### src/rtl/pipe_pkg.sv
// Shared types for the pipeline hazard controller: shadow-stage record and forward-select codes.
// Latency: n/a (types and a pure combinational helper only).
// Backpressure: n/a.
package pipe_pkg;

  // Widest register address the shadow stages can carry; narrower RA_W values are zero-extended.
  localparam int RA_MAX = 8;

  // EX operand source select
  localparam logic [1:0] FWD_RF  = 2'b00;
  localparam logic [1:0] FWD_MEM = 2'b01;
  localparam logic [1:0] FWD_WB  = 2'b10;

  typedef struct packed {
    logic              valid;
    logic [RA_MAX-1:0] rs;
    logic [RA_MAX-1:0] rt;
    logic              use_rs;
    logic              use_rt;
    logic              wr_en;
    logic [RA_MAX-1:0] wr_addr;
    logic              is_load;
  } stage_t;

  // MEM wins over WB (younger value); a load in MEM has no data yet, so it cannot forward.
  function automatic logic [1:0] fwd_sel(input logic mem_hit, input logic mem_is_load,
                                         input logic wb_hit);
    if (mem_hit && !mem_is_load) return FWD_MEM;
    else if (wb_hit)             return FWD_WB;
    else                         return FWD_RF;
  endfunction

endpackage

### src/rtl/hazard_cmp.sv
// Compares one source register against one pipeline stage's destination.
// Latency: combinational.
// Backpressure: none.
module hazard_cmp #(
  parameter int W = 5
) (
  input  logic         src_use,
  input  logic [W-1:0] src_addr,
  input  logic         dst_valid,
  input  logic         dst_wr_en,
  input  logic [W-1:0] dst_wr_addr,
  output logic         hit
);

  // r0 is hard-wired to zero, so it is never a real producer
  always_comb begin
    hit = src_use && dst_valid && dst_wr_en && (dst_wr_addr != '0) && (src_addr == dst_wr_addr);
  end

endmodule

### src/rtl/pipe_hazard_ctrl.sv
// Load-use stall, branch flush and EX operand forwarding for a 5-stage in-order pipeline.
// Latency: stall/flush/fwd combinational; shadow stages and stall_cnt update one edge later.
// Backpressure: stall holds PC/ID and bubbles EX; flush overrides stall. PIPE_HAZARD_FWD_EN enables forwarding.
module pipe_hazard_ctrl
  import pipe_pkg::*;
#(
  parameter int RA_W  = 5,
  parameter int CNT_W = 16
) (
  input  logic             clk,
  input  logic             rst,
  input  logic             id_valid,
  input  logic [RA_W-1:0]  id_rs,
  input  logic [RA_W-1:0]  id_rt,
  input  logic             id_use_rs,
  input  logic             id_use_rt,
  input  logic             id_wr_en,
  input  logic [RA_W-1:0]  id_wr_addr,
  input  logic             id_is_load,
  input  logic             ex_br_taken,
  output logic             stall,
  output logic             flush,
  output logic [1:0]       fwd_a,
  output logic [1:0]       fwd_b,
  output logic             ex_valid,
  output logic             mem_valid,
  output logic             wb_valid,
  output logic [CNT_W-1:0] stall_cnt
);

  stage_t id_stg, ex_stg, mem_stg, wb_stg;
  logic   stall_raw;
  logic   id_ex_rs_hit, id_ex_rt_hit;

  // Pack the ID inputs into a stage record, zero-extending register addresses
  always_comb begin
    id_stg         = '0;
    id_stg.valid   = id_valid;
    id_stg.rs      = RA_MAX'(id_rs);
    id_stg.rt      = RA_MAX'(id_rt);
    id_stg.use_rs  = id_use_rs;
    id_stg.use_rt  = id_use_rt;
    id_stg.wr_en   = id_wr_en;
    id_stg.wr_addr = RA_MAX'(id_wr_addr);
    id_stg.is_load = id_is_load;
  end

  hazard_cmp #(.W(RA_MAX)) u_id_ex_rs (
    .src_use(id_stg.use_rs), .src_addr(id_stg.rs),
    .dst_valid(ex_stg.valid), .dst_wr_en(ex_stg.wr_en), .dst_wr_addr(ex_stg.wr_addr),
    .hit(id_ex_rs_hit)
  );
  hazard_cmp #(.W(RA_MAX)) u_id_ex_rt (
    .src_use(id_stg.use_rt), .src_addr(id_stg.rt),
    .dst_valid(ex_stg.valid), .dst_wr_en(ex_stg.wr_en), .dst_wr_addr(ex_stg.wr_addr),
    .hit(id_ex_rt_hit)
  );

`ifdef PIPE_HAZARD_FWD_EN
  logic ex_mem_rs_hit, ex_mem_rt_hit, ex_wb_rs_hit, ex_wb_rt_hit;

  hazard_cmp #(.W(RA_MAX)) u_ex_mem_rs (
    .src_use(ex_stg.use_rs), .src_addr(ex_stg.rs),
    .dst_valid(mem_stg.valid), .dst_wr_en(mem_stg.wr_en), .dst_wr_addr(mem_stg.wr_addr),
    .hit(ex_mem_rs_hit)
  );
  hazard_cmp #(.W(RA_MAX)) u_ex_mem_rt (
    .src_use(ex_stg.use_rt), .src_addr(ex_stg.rt),
    .dst_valid(mem_stg.valid), .dst_wr_en(mem_stg.wr_en), .dst_wr_addr(mem_stg.wr_addr),
    .hit(ex_mem_rt_hit)
  );
  hazard_cmp #(.W(RA_MAX)) u_ex_wb_rs (
    .src_use(ex_stg.use_rs), .src_addr(ex_stg.rs),
    .dst_valid(wb_stg.valid), .dst_wr_en(wb_stg.wr_en), .dst_wr_addr(wb_stg.wr_addr),
    .hit(ex_wb_rs_hit)
  );
  hazard_cmp #(.W(RA_MAX)) u_ex_wb_rt (
    .src_use(ex_stg.use_rt), .src_addr(ex_stg.rt),
    .dst_valid(wb_stg.valid), .dst_wr_en(wb_stg.wr_en), .dst_wr_addr(wb_stg.wr_addr),
    .hit(ex_wb_rt_hit)
  );

  // Only a load in EX cannot be forwarded in time: one bubble covers it
  always_comb begin
    stall_raw = id_valid && (id_ex_rs_hit || id_ex_rt_hit) && ex_stg.is_load;
  end

  // Pick the youngest available producer for each EX operand
  always_comb begin
    fwd_a = FWD_RF;
    fwd_b = FWD_RF;
    if (ex_stg.valid) begin
      fwd_a = fwd_sel(ex_mem_rs_hit, mem_stg.is_load, ex_wb_rs_hit);
      fwd_b = fwd_sel(ex_mem_rt_hit, mem_stg.is_load, ex_wb_rt_hit);
    end
  end
`else
  logic id_mem_rs_hit, id_mem_rt_hit;

  hazard_cmp #(.W(RA_MAX)) u_id_mem_rs (
    .src_use(id_stg.use_rs), .src_addr(id_stg.rs),
    .dst_valid(mem_stg.valid), .dst_wr_en(mem_stg.wr_en), .dst_wr_addr(mem_stg.wr_addr),
    .hit(id_mem_rs_hit)
  );
  hazard_cmp #(.W(RA_MAX)) u_id_mem_rt (
    .src_use(id_stg.use_rt), .src_addr(id_stg.rt),
    .dst_valid(mem_stg.valid), .dst_wr_en(mem_stg.wr_en), .dst_wr_addr(mem_stg.wr_addr),
    .hit(id_mem_rt_hit)
  );

  // Without bypass paths, wait until the producer reaches WB (register file writes through)
  always_comb begin
    stall_raw = id_valid && (id_ex_rs_hit || id_ex_rt_hit || id_mem_rs_hit || id_mem_rt_hit);
  end

  // Operands always come from the register file
  always_comb begin
    fwd_a = FWD_RF;
    fwd_b = FWD_RF;
  end
`endif

  // A taken branch squashes the ID instruction, so there is nothing left to hold
  always_comb begin
    flush = ex_br_taken && ex_stg.valid;
    stall = stall_raw && !flush;
  end

  // Shadow pipeline: EX takes ID unless stalled/flushed, the rest shift every edge
  always_ff @(posedge clk) begin
    if (rst) begin
      ex_stg  <= '0;
      mem_stg <= '0;
      wb_stg  <= '0;
    end else begin
      ex_stg  <= (stall || flush) ? '0 : id_stg;
      mem_stg <= ex_stg;
      wb_stg  <= mem_stg;
    end
  end

  // Saturating count of stall cycles
  always_ff @(posedge clk) begin
    if (rst) begin
      stall_cnt <= '0;
    end else if (stall && (stall_cnt != {CNT_W{1'b1}})) begin
      stall_cnt <= stall_cnt + CNT_W'(1);
    end
  end

  always_comb begin
    ex_valid  = ex_stg.valid;
    mem_valid = mem_stg.valid;
    wb_valid  = wb_stg.valid;
  end

  // Several record fields are carried only so the stages read naturally in waveforms
  logic unused_bits;
  assign unused_bits = ^{ex_stg, mem_stg, wb_stg};

endmodule

### config.mk
export PLATFORM = sky130hd
export DESIGN_NAME = pipe_hazard_ctrl
export DESIGN_NICKNAME = d
export VERILOG_FILES = /design/src/rtl/pipe_pkg.sv /design/src/rtl/hazard_cmp.sv /design/src/rtl/pipe_hazard_ctrl.sv
export SDC_FILE = /design/constraint.sdc
export NUM_CORES = 1
export LEC_CHECK = 0
export ABC_AREA = 1
export CAP_MARGIN = 15
export CORE_ASPECT_RATIO = 1.25
export CORE_UTILIZATION = 49
export CTS_BUF_LIST = sky130_fd_sc_hd__clkbuf_16
export DETAILED_ROUTE_END_ITERATION = 10
export GPL_TIMING_DRIVEN = 0
export PLACE_DENSITY = 0.9
export SETUP_SLACK_MARGIN = 0.2
export SYNTH_ARGS = -nofsm -noshare
export SYNTH_HDL_FRONTEND = slang
export SYNTH_SLANG_ARGS = --single-unit
export TNS_END_PERCENT = 1
### constraint.sdc
create_clock -name clk -period 2.23 [get_ports clk]
set_input_delay 0.3345 -clock clk [delete_from_list [all_inputs] [get_ports clk]]
set_output_delay 0.3345 -clock clk [all_outputs]
set_load 0.05 [all_outputs]
# After elaboration in Yosys (flattened, before gate mapping)
# Cells that the tools add are included.
[word_totals] reg_bits=37 latchBits=0 ram_bits=0 romBits=0 input_bits=23 out_inout_bits=25 elab_cells=43 memories=0
[classes] n_addsub=1 multipliers=0 n_div=0 magnitude_cmp=0 eq_ne=5 shifts=0 muxes=0 n_bitwise=0 reduce_logical=28
[op_table] cell="$eq A5 B8 Y1" count=4
[op_table] cell="$logic_and A1 B1 Y1" count=20
[op_table] cell="$add A16 B1 Y16 const B" count=1
[op_table] cell="$ne A16 B16 Y1 const B" count=1
[op_table] cell="$reduce_bool A8 Y1" count=2
[op_table] cell="$logic_or A1 B1 Y1" count=4
[op_table] cell="$reduce_or A2 Y1" count=1
[op_table] cell="$logic_not A1 Y1" count=1

# Depth between registers and ports, before layout
# Gate-level depths: netlist of the first run.
[depth] ltp_word=11 depth_mapped=14 mapped_depth_nobuf=13

# Modules after synthesis
# From an unflattened synthesis of the first run, not the netlist that was laid out.
[hier_totals] hier_cells=319 area_unflattened_um2=2029.4
[modules_own_cells] module="pipe_hazard_ctrl" n_inst=1 cells_per_inst=207 area_per_inst_um2=1443.9 seq_area_each_um2=620.6
[modules_own_cells] module="hazard_cmp" n_inst=4 cells_per_inst=28 area_per_inst_um2=146.4 seq_area_each_um2=0.0

# Least setup slack after synthesis of the first run
# Ideal clock, no wire load.
[synth_timing] path_kind="register -> register" startpoint="register ex_stg (netlist bit ex_valid)" endpoint="register stall_cnt[11]" setup_ps=110 t_arrival_ps=2279 t_required_ps=2120 path_slack_ps=-160 path_stages_with_launch=12 n_path_buf=0 synth_period_minus_slack_ps=2390 path_cell_list="dfxtp_1 > nand3_1 > a21oi_1 > nand3_1 > nand2_1 > nand2_2 > nand2_4 > nand2_1 > nor2_1 > nand3_1 > nand2_1 > nor2_1"
[synth_via] elab_chain_len=10 word_cells_on_any_way=16 classes_between="reduce/logical: 16"
[synth_lines] element="from (decl)" line="pipe_hazard_ctrl.sv:31" rtl="stage_t id_stg, ex_stg, mem_stg, wb_stg;"
[synth_lines] element="from (signal assigned)" line="pipe_hazard_ctrl.sv:136" rtl="ex_stg <= (stall || flush) ? '0 : id_stg;"
[synth_lines] element="$logic_and A1 B1 Y1 (4 in a row)" line="hazard_cmp.sv:17" rtl="hit = src_use && dst_valid && dst_wr_en && (dst_wr_addr != '0) && (src_addr == dst_wr_addr);"
[synth_lines] element="$logic_or A1 B1 Y1 (3 in a row)" line="pipe_hazard_ctrl.sv:113" rtl="stall_raw = id_valid && (id_ex_rs_hit || id_ex_rt_hit || id_mem_rs_hit || id_mem_rt_hit);"
[synth_lines] element="$logic_and A1 B1 Y1" line="pipe_hazard_ctrl.sv:113"
[synth_lines] element="$logic_and A1 B1 Y1 *" line="pipe_hazard_ctrl.sv:126" rtl="stall = stall_raw && !flush;"
[synth_lines] element="named net stall" line="pipe_hazard_ctrl.sv:21" rtl="output logic stall,"
[synth_lines] element="$logic_and A1 B1 Y1 *" line="pipe_hazard_ctrl.sv:146" rtl="end else if (stall && (stall_cnt != {CNT_W{1'b1}})) begin"
[synth_lines] element="to (signal assigned)" line="pipe_hazard_ctrl.sv:147" rtl="stall_cnt <= stall_cnt + CNT_W'(1);"
[synth_lines] element="to (decl)" line="pipe_hazard_ctrl.sv:28" rtl="output logic [CNT_W-1:0] stall_cnt"
# Mark *: on every way through the listed nets, which the timed path passes. The rest lies on a longest branch.
# A chain may end at the register's enable or synchronous reset.

# Final worst setup path of the first run
[layout_timing] startpoint="input port ex_br_taken" endpoint="output port flush"
[layout_via] elab_chain_len=1
[layout_lines] element="from (decl)" line="pipe_hazard_ctrl.sv:20" rtl="input logic ex_br_taken,"
[layout_lines] element="$logic_and A1 B1 Y1" line="pipe_hazard_ctrl.sv:125" rtl="flush = ex_br_taken && ex_stg.valid;"
[layout_lines] element="to (decl)" line="pipe_hazard_ctrl.sv:22" rtl="output logic flush,"
# No other way between the ends.

==> results of run 1 <==
## power by group
group / internal, mW / switching, mW
clock: 0.399 / 0.223
sequential: 0.570 / 0.0131
combinational: 0.0664 / 0.0972
## layout by cell type (no fill, tap or decap), types with 2 or more instances in the layout
cell type          n
nand2_1          100
nor2_1            58
inv_1             51
clkdlybuf4s50_1   26
dfxtp_1           24
nand3_1           14
dlymetal6s2s_1    12
inv_2              8
o21bai_2           8
buf_4              7
nand4_1            7
dfxtp_2            7
clkbuf_16          5
o21ai_0            4
nand3_2            4
nor2_2             4
conb_1             4
nand2_2            3
nor3_1             2
a21oi_1            2
nand2_4            2
clkbuf_1           2
clkinv_1           2
buf_6              2
## sequential cells by signal, summed over array words and instances (netlist names)
name	flops
stall_cnt	16
mem_valid	1
mem_stg	6
ex_stg	6
wb_valid	1
ex_valid	1
## worst max path at each step
stage	end	slack (ns)	cells after the start
6_report	flush	0.26	4
5_1_grt	stall	0.19	9
4_1_cts	stall	-0.01	12
3_5_place_dp	stall	-0.70	12
3_3_place_gp	stall	-0.67	12
2_1_floorplan	stall	0.26	8
## stage by stage
stage / util / cells / hold WS (ns) / TNS (ns) / total power, mW
4_1_cts: 0.6972 / 406 / 0.3738 / -0.01403 / 1.374
2_1_floorplan: - / 319 / 0.4170 / 0 / 0.6925
3_5_place_dp: 0.6566 / 398 / 0.4294 / -0.7368 / 0.7554
3_3_place_gp: 0.6566 / 398 / 0.4252 / -0.7119 / 0.7538
5_1_grt: 0.7156 / 407 / 0.4143 / 0 / 1.423
6_report: 0.7156 / 407 / 0.4040 / 0 / 1.369
## routing by layer
layer  part of all wire  vias to the layer above  GRT usage
li1                   -                     1039          -
met1               0.42                      838     0.2480
met2               0.52                       44     0.4354
met3              0.044                        7    0.04332
met4              0.020                        0     0.1058
met5                  0                        -          0
## cell families (layout without fill, tap and decap cells)
group           after synthesis  count (layout)  synth area share
flops                        31              31            0.3270
compound gates               17              17           0.07317
other cells                   1               4          0.001976
simple gates                198             198            0.4430
fa+ha+maj                     1               1          0.006591
buf+inv                      68             117            0.1483
## repair_timing
item | in CTS | in global routing
setup buffers | 1 | 1
resized for setup | 10 | 25
endpoints found under the setup margin | 2 | 4
endpoints found under the hold margin | 0 | 0
pin swaps | 2 | 4
## cell type report
class,instances,area (sq um),area share
Multi-Input combinational cell,220,1039,0.4027
Inverter,60,225.2,0.08734
Buffer,8,56.30,0.02183
Timing Repair Buffer,42,446.7,0.1732
Sequential cell,31,629.4,0.2441
Clock buffer,5,125.1,0.04852
Clock inverter,2,8.758,0.003396
Tap cell,39,48.80,0.01892
## worst reg2reg max path: cells and delay by family (launching register included)
kind	cells	cell delay (ns)
flops	1	0.32
simple gates	10	1.15
fa+ha+maj	1	0.20
==> summary.md, run 1 <==
| Metric | Value |
|---|---|
| Clock latency on the worst-skew pair | `0.28 ns` |
| Worst Hold Launch | `id_valid` |
| Clock Tree Root | `clkbuf_16` |
| Startpoint types | `primary input` |
| Clock-pin slew on the worst setup and hold paths | `0.05 ns` |
| Via count | `1928` |
| CTS Buf Count | `5` |
| ANT cells | `0` |
| Largest net degree at the start of global routing | `11` |
| CP max FO | `9` |
| R2R depth | `11` |
| Pre-CTS setup slack | `-0.7033 ns` |
| CTS tree | `built` |
| Cells along the critical path | `clkdlybuf4s50_1 -> nand2_2 -> inv_1 -> clkdlybuf4s15_1` |
| Crit end category | `output pin` |
| Routed Wire Length | `4.424 mm` |
| CTS max path bufs | `2` |
| Detailed Place HPWL | `3.308 mm` |
| Maximum vdd drop | `0.0004046 V` |
| Die Ht | `71.59 um` |
| Final-report hold violation count | `0` |
| Final number of max-transition violations | `0` |
| Failing checks | `DRC` |
| Starting DRT DRC Count | `91` |
| Yosys reg bits | `31` |
| Clk sinks | `31` |
| Status | `finished with violations` |
| Number of synthesized flops with an enable pin | `0` |
| Hold WC Path Type | `in2reg` |
| Worst reg2reg endpoint | `stall_cnt[13]$_SDFFE_PP0P_` |
| Max-cap violations | `0` |
| I/O pin total | `48` |
| Layout Nets | `392` |
| Most frequent cells after synthesis | `nand2_1, nor2_1, inv_1` |
| Top FF cell, synth | `dfxtp_1` |
| Core Footprint | `3603 sq um` |
| Hold_buf cts | `0` |
| Worst EP arrival | `1.64 ns` |
| WL/cell | `10.87 um` |
| Sequential area share after synthesis | `0.3270` |
| Setup crit start | `ex_br_taken` |
| P&R area growth vs syn | `35.86%` |
| Largest area contributor in the netlist | `dfxtp_1` |
| Most frequent cell after synthesis | `nand2_1` |
| Req. time, crit path | `1.90 ns` |
| Delay-heaviest family, CP | `buffers and inverters` |
| Yosys synthesis warning count | `0` |
| Number of global-route vias before repair | `1829` |
| Starting Density | `0.5267` |
| Antenna viol nets, final | `0` |
| Post-synthesis cell area | `1898 sq um` |
| Share of cells above drive strength 1 | `0.1549` |
| Final setup fails | `0` |
| Worst r2r src | `stall_cnt[0]$_SDFFE_PP0P_` |
| Skew final | `0.005419 ns` |
| Hold Path Sink | `ex_valid$_SDFF_PP0_` |
| RSZ-0062 raised after global routing | `true` |
| Worst-Margin Slew | `0.5117 ns` |
| Port Buffers | `40` |
| Synth top area cells | `dfxtp_1, nand2_1, nor2_1, inv_1, o21bai_2` |
| DP Area | `2366 sq um` |
| Buffer and inverter count on the worst path | `3` |
| Yosys top cell area share | `0.3270` |
| GRT Util Overall | `0.2325` |
| Max H-tree Level | `2` |
| Via density | `4.737` |
| Die width | `57.67 um` |
| Fin area | `2579 sq um` |
| Tmin final | `1.975 ns` |
| Die footprint | `4128 sq um` |
| Initial antenna violation count | `0` |
| Fillers | `323` |
| GP Congestion | `0.8699` |
| GRT overflow | `0` |
| Minimum setup slack in the final design | `0.2551 ns` |
| P_leak | `1.318 nW` |
| First-pass GRT wire length | `7.396 mm` |
| Library cells used by synthesis | `26` |
| Post-Syn Instances | `316` |
| Slowest CP cell | `clkdlybuf4s15_1` |
| Crit Path Class | `in2out` |
| Row cnt | `24` |
| Hold path cells | `3` |
| Slowest stage delay, CP | `0.52 ns` |
| R2R Setup Slk | `0.45 ns` |
| DRC viols | `5` |
| Power per cell area | `530.9 nW/um^2` |
| Final period utilization | `0.8856` |
| Peak Freq | `0.5063 GHz` |
| Synth async-reset ratio | `0` |
| Worst slew margin | `0.6578` |
| Syn Area/Cell | `6.007 sq um` |
| First-pass iteration count of the detailed router | `7` |
No activity file was read; power rests on OpenSTA's default activity.
==> inputs of run 2 (changes only) <==
- MAX_ROUTING_LAYER: not set -> met4
- PLACE_DENSITY: 0.9 -> 0.8
- REMOVE_ABC_BUFFERS: not set -> 1
==> run 2 against run 1 <==
The run still ends with DRC left. Sequential share of layout area is 0.50 points lower. Critical path type unchanged. Highest routed layer unchanged. First-iteration DRC count rose by 33%. Largest cell class unchanged. Combinational power fell by 4%. Fmax down 1.8%.
==> summary.md, run 2 (same netlist as run 1, synthesis figures left out) <==
| Metric | Value |
|---|---|
| R2R Setup Slk | `0.41 ns (-0.04 ns)` |
| DP Cell Count | `392 (-1.5%)` |
| Power per cell area | `577.4 nW/um^2 (+8.8%)` |
| First-pass iteration count of the detailed router | `9 (+2)` |
| Starting Density | `0.5267 (unchanged)` |
| Detailed Place HPWL | `3.144 mm (-5.0%)` |
| Status | `finished with violations` |
| Max H-tree Level | `2 (unchanged)` |
| Worst slew margin | `0.6638 (+0.005930)` |
| GP Congestion | `0.8755 (+0.64%)` |
| CTS Buf Count | `5 (unchanged)` |
| Minimum setup slack in the final design | `0.2181 ns (-0.03695 ns)` |
| I/O pin total | `48 (unchanged)` |
| Startpoint types | `primary input` |
| TNS Setup | `0 ns (unchanged)` |
| Clock latency on the worst-skew pair | `0.27 ns (about the same)` |
| Worst-Margin Slew | `0.5028 ns (-0.008867 ns)` |
| Largest registers | `stall_cnt (16), ex_stg (6), mem_stg (6)` |
| Min Hold Slack | `0.4438 ns (+0.03983 ns)` |
| Largest net degree at the start of global routing | `19 (+8)` |
| Hold WC Path Type | `reg2reg` |
| Die footprint | `4128 sq um (unchanged)` |
| Max-cap violations | `0 (unchanged)` |
| Final period utilization | `0.9022 (+0.01657)` |
| Share of cells above drive strength 1 | `0.1362 (-0.01865)` |
| Layout Cells excl Fill | `406 (-0.25%)` |
| Final-report hold violation count | `0 (unchanged)` |
| Hold path cells | `2 (-1)` |
| Most frequent cells in the layout | `nand2_1, nor2_1, inv_1, dfxtp_1, clkdlybuf4s50_1` |
| Final number of max-transition violations | `0 (unchanged)` |
| CTS max path bufs | `2 (unchanged)` |
| Delay-heaviest family, CP | `buffers and inverters` |
| Final setup fails | `0 (unchanged)` |
| Die width | `57.67 um (unchanged)` |
| First-pass GRT wire length | `7.093 mm (-4.1%)` |
| Crit Path Class | `in2out` |
| GRT overflow | `0 (unchanged)` |
| Clk sinks | `31 (unchanged)` |
| Clock Tree Root | `clkbuf_16` |
| Fillers | `313 (-3.1%)` |
| Maximum vdd drop | `0.0003892 V (-3.8%)` |
| Setup crit start | `ex_br_taken` |
| Core Footprint | `3603 sq um (unchanged)` |
| ANT cells | `0 (unchanged)` |
| Hold_buf cts | `0 (unchanged)` |
| Antenna viol nets, final | `0 (unchanged)` |
| Port Buffers | `42 (+5.0%)` |
| Crit path to | `flush` |
| Initial antenna violation count | `0 (unchanged)` |
| Crit path depth | `4 (unchanged)` |
| Peak Freq | `0.4970 GHz (-1.8%)` |
| Buffer and inverter count on the worst path | `3 (unchanged)` |
| Req. time, crit path | `1.90 ns (about the same)` |
| CP max FO | `9 (unchanged)` |
| GRT Util Overall | `0.2297 (-0.002834)` |
| Worst r2r src | `stall_cnt[0]$_SDFFE_PP0P_` |
| R2R depth | `11 (unchanged)` |
| Starting DRT DRC Count | `121 (+33%)` |
| Cells along the critical path | `clkdlybuf4s50_1 -> nand2_2 -> inv_1 -> dlygate4sd2_1` |
| Pre-CTS setup slack | `-0.7604 ns (-0.05711 ns)` |
| Crit end category | `output pin` |
| Via density | `4.820 (+1.8%)` |
| Tmin final | `2.012 ns (+0.03695 ns)` |
| RSZ-0062 raised after global routing | `true` |
| Via count | `1957 (+1.5%)` |
| Routed Wire Length | `4.390 mm (-0.77%)` |
| Layout Nets | `390 (-0.51%)` |
| CTS tree | `built` |
| DRC viols | `6 (+1)` |
| Worst EP arrival | `1.68 ns (+0.04 ns)` |
| Commonest non-fill, non-tap cell in the layout | `nand2_1` |
| Failing checks | `DRC` |
| Clock-pin slew on the worst setup and hold paths | `0.05 ns (about the same)` |
| Slowest stage delay, CP | `0.55 ns (+0.03 ns)` |
| Biggest register | `stall_cnt` |
| Max reg flops | `16 (unchanged)` |
| P_leak | `1.320 nW (+0.13%)` |
| Skew final | `0.001855 ns (-0.003564 ns)` |
| Fin util | `0.7205 (+0.004861)` |
| WL/cell | `10.81 um (-0.52%)` |
| P&R area growth vs syn | `36.78%` |
| Number of global-route vias before repair | `1770 (-3.2%)` |
| Slowest CP cell | `dlygate4sd2_1` |
| Row cnt | `24 (unchanged)` |
| Worst reg2reg endpoint | `stall_cnt[13]$_SDFFE_PP0P_` |
| Die Ht | `71.59 um (unchanged)` |
==> run 2: cell types whose count changed in the layout (fill, tap and decap cells not counted), moves of 2 or more <==
cell / before / now
buf_6: 2 / 0
clkbuf_1: 2 / 0
clkdlybuf4s50_1: 26 / 28
dfxtp_1: 24 / 31
dfxtp_2: 7 / 0
dlygate4sd2_1: 0 / 2
nor2_1: 58 / 56
nor2_2: 4 / 6
==> run 2: report_power, final <==
part           leakage, nW  internal (mW)  switching [mW]
clock network       0.0812          0.520           0.240
logic                0.986         0.0625          0.0957
registers            0.252          0.568          0.0135
==> run 2: per-layer routing <==
layer,global-route usage,vias up,wire length (um)
li1,-,1034,-
met1,0.2284,853,1752
met2,0.4147,58,2269
met3,0.04874,12,236
met4,0.1190,0,131
met5,-,-,0
==> run 2: final cells by class <==
class / count / area (sq um) / share of cell area
Multi-Input combinational cell: 220 / 1039 / 0.4000
Clock buffer: 5 / 125.1 / 0.04819
Tap cell: 39 / 48.80 / 0.01880
Clock inverter: 3 / 38.79 / 0.01494
Timing Repair Buffer: 48 / 495.5 / 0.1908
Inverter: 60 / 229.0 / 0.08819
Sequential cell: 31 / 620.6 / 0.2390
==> run 2: worst min-delay path: cells and delay by family, from the launching register on <==
kind,cells,cell delay (ns)
and+or+nand+nor,1,0.03
buffers and inverters,1,0.05
DFF,1,0.32
==> run 2: worst min path at each step <==
| stage | from | endpoint | slack [ns] |
|---|---|---|---|
| finish | ex_stg[9]$_SDFF_PP0_ | mem_stg[9]$_SDFF_PP0_ | 0.44 |
| floorplan | rst | mem_stg[9]$_SDFF_PP0_ | 0.41 |
| global placement | ex_stg[9]$_SDFF_PP0_ | mem_stg[9]$_SDFF_PP0_ | 0.43 |
| global route | ex_stg[9]$_SDFF_PP0_ | mem_stg[9]$_SDFF_PP0_ | 0.48 |
| CTS | ex_stg[9]$_SDFF_PP0_ | mem_stg[9]$_SDFF_PP0_ | 0.45 |
| detailed placement | ex_stg[9]$_SDFF_PP0_ | mem_stg[9]$_SDFF_PP0_ | 0.43 |
==> run 2: metrics by stage <==
stage               power (mW)  instance area [sq um]
floorplan               0.6810                   1853
global placement        0.7493                   2322
detailed placement      0.7506                   2322
CTS                      1.510                   2505
global route             1.557                   2596
finish                   1.499                   2596
==> run 2: timing repair <==
action,CTS,global route
setup buffers,1,5
setup endpoints to repair,2,15
gates resized for setup,13,18
pin swaps,3,4
==> inputs of run 3 (changes only) <==
- PLACE_DENSITY: 0.8 -> 0.85
==> run 3 against run 2 <==
The run still ends with DRC left. Fmax is 2.7% lower. Sequential cell count stayed put. Design area is 2.3% lower. Hold slack better by 0.0061 ns. Clock power is 18% lower. Die area stayed put. Largest cell class unchanged. Critical path depth is 6 higher.
==> summary.md, run 3 (same netlist as run 1, synthesis figures left out) <==
| Metric | Value |
|---|---|
| Switching Share | `0.2463 (+0.01360)` |
| DP Cell Count | `392 (unchanged)` |
| RSZ-0062 raised after global routing | `true` |
| Largest registers | `stall_cnt (16), ex_stg (6), mem_stg (6)` |
| R2R Setup Slk | `0.42 ns (about the same)` |
| Final number of max-transition violations | `0 (unchanged)` |
| Final-report hold violation count | `0 (unchanged)` |
| GRT overflow | `0 (unchanged)` |
| Most frequent cells in the layout | `nand2_1, nor2_1, inv_1, dfxtp_1, clkdlybuf4s50_1` |
| Routed Wire Length | `4.611 mm (+5.0%)` |
| Row cnt | `24 (unchanged)` |
| Fin area | `2536 sq um (-2.3%)` |
| Worst EP arrival | `1.73 ns (+0.05 ns)` |
| P&R area growth vs syn | `33.62%` |
| Status | `finished with violations` |
| Die footprint | `4128 sq um (unchanged)` |
| CP max FO | `6 (-3)` |
| Clock network fraction of total power | `0.457 (-0.050)` |
| TNS Setup | `0 ns (unchanged)` |
| Largest net degree at the start of global routing | `19 (unchanged)` |
| Via density | `4.874 (+1.1%)` |
| Failing checks | `DRC` |
| Starting Density | `0.5267 (unchanged)` |
| Clock Tree Root | `clkbuf_16` |
| Minimum setup slack in the final design | `0.1624 ns (-0.05565 ns)` |
| Port Buffers | `42 (unchanged)` |
| CTS Buf Count | `5 (unchanged)` |
| Maximum vdd drop | `0.0004959 V (+27%)` |
| Tmin final | `2.068 ns (+0.05565 ns)` |
| I/O pin total | `48 (unchanged)` |
| Commonest non-fill, non-tap cell in the layout | `nand2_1` |
| DP Area | `2322 sq um (unchanged)` |
| Worst reg2reg endpoint | `stall_cnt[6]$_SDFFE_PP0P_` |
| Core Footprint | `3603 sq um (unchanged)` |
| Worst r2r src | `ex_stg[3]$_SDFF_PP0_` |
| Max H-tree Level | `2 (unchanged)` |
| First-pass GRT wire length | `7.734 mm (+9.0%)` |
| ANT cells | `0 (unchanged)` |
| GP Congestion | `0.9185 (+4.9%)` |
| Biggest register | `stall_cnt` |
| Starting DRT DRC Count | `71 (-41%)` |
| Max-cap violations | `0 (unchanged)` |
| Pre-CTS setup slack | `-0.7717 ns (-0.01134 ns)` |
| Max reg flops | `16 (unchanged)` |
| CTS max path bufs | `2 (unchanged)` |
| Worst slew margin | `0.6660 (+0.002248)` |
| Skew final | `0.003818 ns (+0.001963 ns)` |
| Via count | `1969 (+0.61%)` |
| Die width | `57.67 um (unchanged)` |
| P_int | `1.032 mW (-10%)` |
| First-pass iteration count of the detailed router | `7 (-2)` |
| Worst-Margin Slew | `0.4994 ns (-0.003361 ns)` |
| GRT Util Overall | `0.2474 (+0.01770)` |
| Hold Path Sink | `mem_stg[9]$_SDFF_PP0_` |
| Logic pwr share | `0.118 (+0.012)` |
| Number of global-route vias before repair | `1913 (+8.1%)` |
| Startpoint types | `primary input` |
| Hold path cells | `2 (unchanged)` |
| Layout Nets | `388 (-0.51%)` |
| R2R depth | `14 (+3)` |
| Final setup fails | `0 (unchanged)` |
| Worst Hold Launch | `ex_stg[9]$_SDFF_PP0_` |
| Req. time, crit path | `1.90 ns (about the same)` |
| P_leak | `1.279 nW (-3.1%)` |
| Antenna viol nets, final | `0 (unchanged)` |
| Sw power | `0.3372 mW (-3.3%)` |
| Detailed Place HPWL | `3.396 mm (+8.0%)` |
| Clock latency on the worst-skew pair | `0.27 ns (about the same)` |
| Power per cell area | `539.8 nW/um^2 (-6.5%)` |
| Peak Freq | `0.4837 GHz (-2.7%)` |
| Die Ht | `71.59 um (unchanged)` |
| Final period utilization | `0.9272 (+0.02496)` |
| Crit Path Class | `in2out` |
| CTS tree | `built` |
| Hold WC Path Type | `reg2reg` |
| Flop pwr share | `0.425 (+0.037)` |
| Layout Cells excl Fill | `404 (-0.49%)` |
| WL/cell | `11.41 um (+5.6%)` |
| Share of cells above drive strength 1 | `0.1205 (-0.01569)` |
| Clock-pin slew on the worst setup and hold paths | `0.05 ns (about the same)` |
| DRC viols | `2 (-4)` |
| Crit end category | `output pin` |
| Clk sinks | `31 (unchanged)` |
| Initial antenna violation count | `0 (unchanged)` |
| Power Total | `1.369 mW (-8.7%)` |
==> run 3: worst max-delay path by stage <==
stage / start / endpoint / slack, ns / depth (start not counted)
6_report: id_use_rs / stall / 0.16 / 10
5_1_grt: id_use_rs / stall / 0.07 / 10
4_1_cts: id_rt[1] / stall / -0.004 / 12
3_5_place_dp: id_rt[1] / stall / -0.77 / 12
3_3_place_gp: id_rt[1] / stall / -0.77 / 12
2_1_floorplan: ex_valid$_SDFF_PP0_ / stall_cnt[11]$_SDFFE_PP0P_ / -0.17 / 11
==> run 3: layer usage <==
| layer | vias to the layer above | wire, um | global-route usage |
|---|---|---|---|
| li1 | 1031 | - | - |
| met1 | 881 | 1868 | 0.2486 |
| met2 | 48 | 2415 | 0.4599 |
| met3 | 9 | 223 | 0.05235 |
| met4 | 0 | 104 | 0.09524 |
| met5 | - | 0 | - |
==> run 3: power by group through the flow <==
stage | Sequential (mW) | Clock (mW) | Combinational, mW
floorplan | 0.598 | 0 | 0.0835
global placement | 0.593 | 0 | 0.159
detailed placement | 0.593 | 0 | 0.160
CTS | 0.582 | 0.640 | 0.162
global route | 0.584 | 0.667 | 0.179
finish | 0.582 | 0.626 | 0.161
==> run 3: timing repair <==
item	CTS	global route
setup endpoints to repair	2	17
resized for setup	12	13
buffers inserted	1	3
hold buffers	0	0
pin swaps	1	6
==> run 3: cell type report <==
type / count / area (sq um)
fill: 330 / 1067
multi-input combinational: 220 / 1026
sequential: 31 / 620.6
timing repair buffer: 46 / 475.5
inverter: 60 / 229.0
clock buffer: 5 / 125.1
tap: 39 / 48.80
clock inverter: 3 / 11.26
==> run 3: per-stage QoR <==
step	hold WS, ns	util
floorplan	0.4058	-
global placement	0.4396	0.6444
detailed placement	0.4430	0.6444
CTS	0.4505	0.6878
global route	0.4846	0.7038
finish	0.4499	0.7038
==> run 3: worst max-delay path, stage by stage <==
cell and delay, ns:
clkdlybuf4s50_1 0.49, nand3_1 0.09, a21oi_2 0.12, nand3_1 0.08, nand2_1 0.08, nand2_2 0.07, nand2_4 0.10, nand2_2 0.09
nor2_4 0.12, buf_6 0.17
